## config.mk

```make
export PLATFORM = sky130hd
export DESIGN_NAME = if_fetch_stage
export DESIGN_NICKNAME = d
export VERILOG_FILES = /design/src/rtl/if_fetch_stage.sv
export SDC_FILE = /design/constraint.sdc
export NUM_CORES = 1
export LEC_CHECK = 0
export CAP_MARGIN = 10
export CORE_MARGIN = 2
export CORE_UTILIZATION = 25
export DETAILED_ROUTE_END_ITERATION = 10
export PLACE_DENSITY = 0.49
export SYNTH_ARGS = -nofsm -noshare
export SYNTH_HDL_FRONTEND = slang
export SYNTH_SLANG_ARGS = --single-unit
```

## constraint.sdc

```tcl
create_clock -name clk -period 6.2 [get_ports clk]
set_clock_uncertainty 0.1 [all_clocks]
set_input_delay 1.86 -clock clk [delete_from_list [all_inputs] [get_ports clk]]
set_output_delay 1.86 -clock clk [all_outputs]
set_load 0.005 [all_outputs]
```

## src/rtl/if_fetch_stage.sv

```systemverilog
// Instruction fetch stage with IF/ID pipeline register for the RV32I core.
// Keeps a single instruction-memory request in flight and drops fetches made stale by a redirect.
module if_fetch_stage #(
   parameter logic [31:0] RESET_PC  = 32'h0000_0000,
   parameter logic [31:0] NOP_INSTR = 32'h0000_0013
) (
   input  logic        clk,
   input  logic        rst,
   input  logic        pc_write,
   input  logic        if_id_write,
   input  logic        if_id_flush,
   input  logic        redirect_valid,
   input  logic [31:0] redirect_pc,
   output logic        imem_req,
   output logic [31:0] imem_addr,
   input  logic        imem_rvalid,
   input  logic [31:0] imem_rdata,
   output logic [31:0] if_id_pc,
   output logic [31:0] if_id_instr,
   output logic        if_id_valid
);

   typedef enum logic [1:0] {StReq, StWait, StHold, StDrop} state_t;

   state_t      state;
   logic [31:0] pc;
   logic [31:0] hold_buf;
   logic [31:0] redirect_tgt;
   logic [31:0] pc_plus4;
   logic        accept;
   logic        load;
   logic [31:0] load_instr;
   logic        unused_redirect_lsbs;

   assign redirect_tgt         = {redirect_pc[31:2], 2'b00};
   assign unused_redirect_lsbs = ^redirect_pc[1:0];
   assign pc_plus4             = pc + 32'd4;
   assign accept               = pc_write & if_id_write & ~if_id_flush & ~redirect_valid;

   assign imem_req  = (state == StReq) & ~redirect_valid & ~rst;
   assign imem_addr = pc;

   // An instruction is handed to IF/ID either straight from memory or from the hold buffer.
   always_comb begin
      load       = 1'b0;
      load_instr = hold_buf;
      unique case (state)
         StWait: begin
            if (imem_rvalid && accept) begin
               load       = 1'b1;
               load_instr = imem_rdata;
            end
         end
         StHold: begin
            if (accept) begin
               load = 1'b1;
            end
         end
         default: begin
            load = 1'b0;
         end
      endcase
   end

   always_ff @(posedge clk) begin
      if (rst) begin
         state       <= StReq;
         pc          <= RESET_PC;
         hold_buf    <= 32'h0;
         if_id_pc    <= 32'h0;
         if_id_instr <= NOP_INSTR;
         if_id_valid <= 1'b0;
      end else begin
         if (redirect_valid) begin
            pc <= redirect_tgt;
         end else if (load) begin
            pc <= pc_plus4;
         end

         case (state)
            StReq: begin
               if (!redirect_valid) begin
                  state <= StWait;
               end
            end
            StWait: begin
               if (redirect_valid) begin
                  state <= imem_rvalid ? StReq : StDrop;
               end else if (imem_rvalid) begin
                  if (load) begin
                     state <= StReq;
                  end else begin
                     hold_buf <= imem_rdata;
                     state    <= StHold;
                  end
               end
            end
            StHold: begin
               if (redirect_valid || load) begin
                  state <= StReq;
               end
            end
            StDrop: begin
               // The stale response clears the outstanding request even if another redirect
               // lands in the same cycle; staying here would wait for a response that never comes.
               if (imem_rvalid) begin
                  state <= StReq;
               end
            end
            default: begin
               state <= StReq;
            end
         endcase

         if (if_id_flush) begin
            if_id_instr <= NOP_INSTR;
            if_id_valid <= 1'b0;
         end else if (if_id_write) begin
            if (load) begin
               if_id_pc    <= pc;
               if_id_instr <= load_instr;
               if_id_valid <= 1'b1;
            end else begin
               if_id_instr <= NOP_INSTR;
               if_id_valid <= 1'b0;
            end
         end
      end
   end

endmodule

```

* Word level (Yosys, flattened, before mapping)
Index checks and enable logic that the tools add are counted.
** Operators by class
- Add/sub/neg operators :: 1
- Equality and inequality tests :: 7
- Muxes and demuxes :: 17
- Bitwise gates (word level) :: 9
- Reduce and logical (&&, ||, !) cells :: 9
** Operators by type and width (number)
- 32-bit two-way mux :: 5
- 32-bit by 3-bit adder with 32-bit output, second input constant :: 1
- 2-bit two-way mux :: 7
- 2-bit one-hot mux with 4 select lines :: 1
- 4-bit AND reduction :: 2
- 2-bit inequality test, second input constant :: 3
- 1-bit bitwise AND :: 5
- 2-bit == test, second input constant :: 2
- 1-bit inverter :: 4
- 2-bit OR reduction :: 2
- 1-bit two-way mux :: 3
- 3-bit inequality test, second input constant :: 1
- 3-bit AND reduction :: 1
- 2-bit by 1-bit == test with 1-bit output, second input constant :: 1
- 2-bit logical NOT :: 1
- 1-bit one-hot mux with 2 select lines :: 1
- 2-bit nonzero test :: 1
- 1-bit logical AND :: 1
- 1-bit logical OR :: 1
** Word-level totals
- Register bits after elaboration :: 131
- Input port bits :: 71

* Longest topological paths before layout
- Word-level depth :: 10
- Depth in mapped cells :: 8
- Depth with buffers taken out :: 6

* Worst setup path after synthesis
No wires, ideal clock.
- Path type :: in2out
- From :: input port redirect_valid
- To :: output port imem_req
- Arrival :: 2754 ps
- Required time :: 4240 ps
- Path slack :: 1486 ps
- Stages :: 4
- Buffers on the path :: 2
- Cell sequence :: clkbuf_1 > buf_1 > nor2_1 > and2_1
** On the way
- Cells in the longest elaborated chain, start to end :: 3
** Ends and longest elaborated chain
- start, declared :: RTL line 12 : input logic redirect_valid,
- 1-bit inverter (no line)
- 1-bit bitwise AND (2 in series) :: RTL line 40 : assign imem_req = (state == StReq) & ~redirect_valid & ~rst;
- end, declared :: RTL line 14 : output logic imem_req,
No other way between the ends.

* Worst setup path after layout
Ends and elaborated chain as after synthesis.

==> reports/results.ini <==
[power_and_ir_drop]
combPwrFrac_pct = 9.9
switching_share_pct = 25.56
switchingPower_w = 0.0005375
p_leak_nw = 2.640
ir_worst_vdd_uv = 143.7
p_per_area_nw_per_um2 = 257.8
seqPwrFrac_pct = 41.6
intPower_w = 0.001565
clock_power_share_pct = 48.5

[clock_tree]
cts_hold_buffers = 0
numCtsBuffers = 17
ctsResizeCount = 0
post_cts_buffers = 0
h-tree-depth = 4
path_clk_slew_ns = 0.06
clock_latency_ns = 0.42
cts_buffer_depth = 2
clockRootBuffer = clkbuf_16
cts_tree = done
cts_num_sinks = 127

[placed_design]
dp_slack_ns = 1.024
gp_congestion = 0.7239
hpwl_mm = 12.43
port_buffers = 162

[sta]
finalSetupTns_ns = 0
min_period_over_period_pct = 83.52
tightest_slew_ns = 0.8978
grt_setup_unrepaired = false
slew_viol_final = 0
max_freq_ghz = 0.1931
relSlewSlack_pct = 39.60
layout_min_cycle_time_ns = 5.178
fin_ws_ns = 1.022
finalHoldViolCount = 0
setup_viol = 0

[floorplanning]
core_area_sq_um = 22500
boundaryPins = 169
dieArea_sq_um = 23980
initial_utilization_pct = 25.29
die_h_um = 154.9
rows = 55
chipWidth_um = 154.9

[setup_path]
r2r-start = state[1]$_SDFFE_PP0P_
r2r_cells = 6
end_kind = output port
worstPathMaxFanout = 9
worst_setup_path_start_kind = primary input
worstPathRequired_ns = 4.24
critical_path_class = in2out
startpoint = redirect_valid
r2r-end = imem_addr[21]$_SDFFE_PP0P_
r2r_slack_ns = 3.23
crit_end = imem_req
cp.arrival_ns = 3.22

[cells_and_area]
layout_commonest_cell = clkdlybuf4s50_1
nets = 919
layout.cells.most_common_list = clkdlybuf4s50_1, nand2_1, dfxtp_1, a21oi_1, nand2b_1
fill_cells = 2343
final_layout_size_suffix_gt1_share_pct = 6.550
area_growth_pct = 43.34

[logic_synthesis]
syn_avg_cell_area_sq_um = 8.072
synth_enable_flop_cells = 0
ys_seq_area_share_pct = 44.68
synthFlopType = dfxtp_1
synth_area_sq_um = 5690
synth_cell_types = 53
postSynthCellCount = 705
ys_seq_elements = 127
yosys_warnings = 0
synthArstFlopShare_pct = 0

[route]
drc = 0
ant_nets = 0
vias = 5523
wl_per_cell_um = 16.44
wirelength_mm = 18.75
drtPass1Iterations = 5
drt_iter0_markers = 283
viasPerCell = 4.840

[status]
status = finished clean

[grt]
grt_max_degree = 59
grt_pass1_vias = 5261
grt_pass1_wl_mm = 29.70
antenna_found_initial = 1
grt_overflow = 0
grtUsageTotal_pct = 15.75

[min_path]
hp-class = reg2reg

[job]
cap_violations = 0

[critical path, cell delays in order]
cell and delay (ns):
clkdlybuf4s50_1 0.42, nor2_1 0.11, buf_4 0.18, and2_1 0.14, clkdlybuf4s50_1 0.50
[power groups by stage]
stage	combinational [W]	sequential [W]	clock (W)
6_report	0.000208	0.000874	0.00102
5_1_grt	0.000230	0.000878	0.00110
4_1_cts	0.000210	0.000874	0.00105
3_5_place_dp	0.000209	0.000892	0
3_3_place_gp	0.000210	0.000892	0
2_1_floorplan	0.0000991	0.000882	0
[cells by family after synthesis]
| logic type | after synthesis | synth area share (%) |
|---|---|---|
| compound gates | 196 | 22.12 |
| xor+xnor | 7 | 1.077 |
| fa+ha+maj | 6 | 1.319 |
| buf+inv | 75 | 5.475 |
| flops | 127 | 44.68 |
| mux | 1 | 0.1759 |
| other cells | 1 | 0.06590 |
| simple gates | 292 | 25.09 |
[worst min-delay path by stage]
stage / startpoint / endpoint / depth (start not counted)
5_1_grt: if_id_pc[3]$_SDFFE_PP0P_ / if_id_pc[3]$_SDFFE_PP0P_ / 2
3_3_place_gp: if_id_pc[23]$_SDFFE_PP0P_ / if_id_pc[23]$_SDFFE_PP0P_ / 2
3_5_place_dp: hold_buf[0]$_SDFFE_PP0P_ / hold_buf[0]$_SDFFE_PP0P_ / 2
4_1_cts: hold_buf[0]$_SDFFE_PP0P_ / hold_buf[0]$_SDFFE_PP0P_ / 2
2_1_floorplan: hold_buf[0]$_SDFFE_PP0P_ / hold_buf[0]$_SDFFE_PP0P_ / 2
6_report: if_id_pc[11]$_SDFFE_PP0P_ / if_id_pc[11]$_SDFFE_PP0P_ / 2
[per-layer routing]
| layer | track usage [%] | vias to the layer above | part of all wire [%] |
|---|---|---|---|
| li1 | - | 2802 | - |
| met2 | 25.19 | 131 | 47 |
| met1 | 20.94 | 2584 | 47 |
| met4 | 4.409 | 0 | 0.51 |
| met3 | 4.234 | 6 | 5.3 |
| met5 | 0 | - | 0 |
[sequential cells by signal, indices dropped and copies added (netlist names)]
signal and count:
if_id_valid 1, if_id_instr 32, if_id_pc 30, hold_buf 32, imem_addr 30, state 2
[layout make-up]
class                      instances  area, sq um  area share, %
antenna                            1        2.502        0.03068
clock buffer                      19        452.9          5.553
clock inverter                    13        152.6          1.871
inverter                          16        60.06         0.7363
multi-input combinational        506         2868          35.16
sequential                       127         2542          31.17
tap                              285        356.6          4.372
timing repair buffer             174         1722          21.11
[synth_stat cells (4+ instances only)]
| cell | number | area share [%] |
|---|---|---|
| nor4_1 | 8 | 0.88 |
| nor3_1 | 13 | 1.1 |
| o21ai_0 | 13 | 1.1 |
| a211oi_1 | 12 | 1.6 |
| ha_1 | 6 | 1.3 |
| xnor2_1 | 5 | 0.77 |
| nand2_1 | 140 | 9.2 |
| buf_1 | 5 | 0.33 |
| nand4_1 | 9 | 0.99 |
| a221oi_1 | 8 | 1.2 |
| buf_4 | 5 | 0.66 |
| a21oi_1 | 102 | 9.0 |
| or4_1 | 6 | 0.79 |
| clkbuf_1 | 45 | 3.0 |
| a311oi_1 | 6 | 0.92 |
| dfxtp_1 | 127 | 45 |
| nand3_1 | 23 | 2.0 |
| a32oi_1 | 4 | 0.62 |
| nor2_1 | 29 | 1.9 |
| o31ai_1 | 5 | 0.66 |
| o221ai_1 | 29 | 4.5 |
| nand2b_1 | 32 | 3.5 |
| inv_1 | 15 | 0.99 |
| o211ai_1 | 6 | 0.79 |
| or3_1 | 10 | 1.1 |
[through the flow]
stage / cell area (sq um) / instances / util (%) / hold WS, ns / total power (W)
global route: 8157 / 1141 / 36.25 / 0.3703 / 0.002203
finish: 8157 / 1141 / 36.25 / 0.3542 / 0.002103
floorplan: 5702 / 708 / - / 0.3361 / 0.0009808
CTS: 8154 / 1140 / 36.24 / 0.3564 / 0.002138
global placement: 7548 / 1108 / 33.54 / 0.3425 / 0.001102
detailed placement: 7548 / 1108 / 33.54 / 0.3483 / 0.001101
Power figures use the tool's default switching activity.
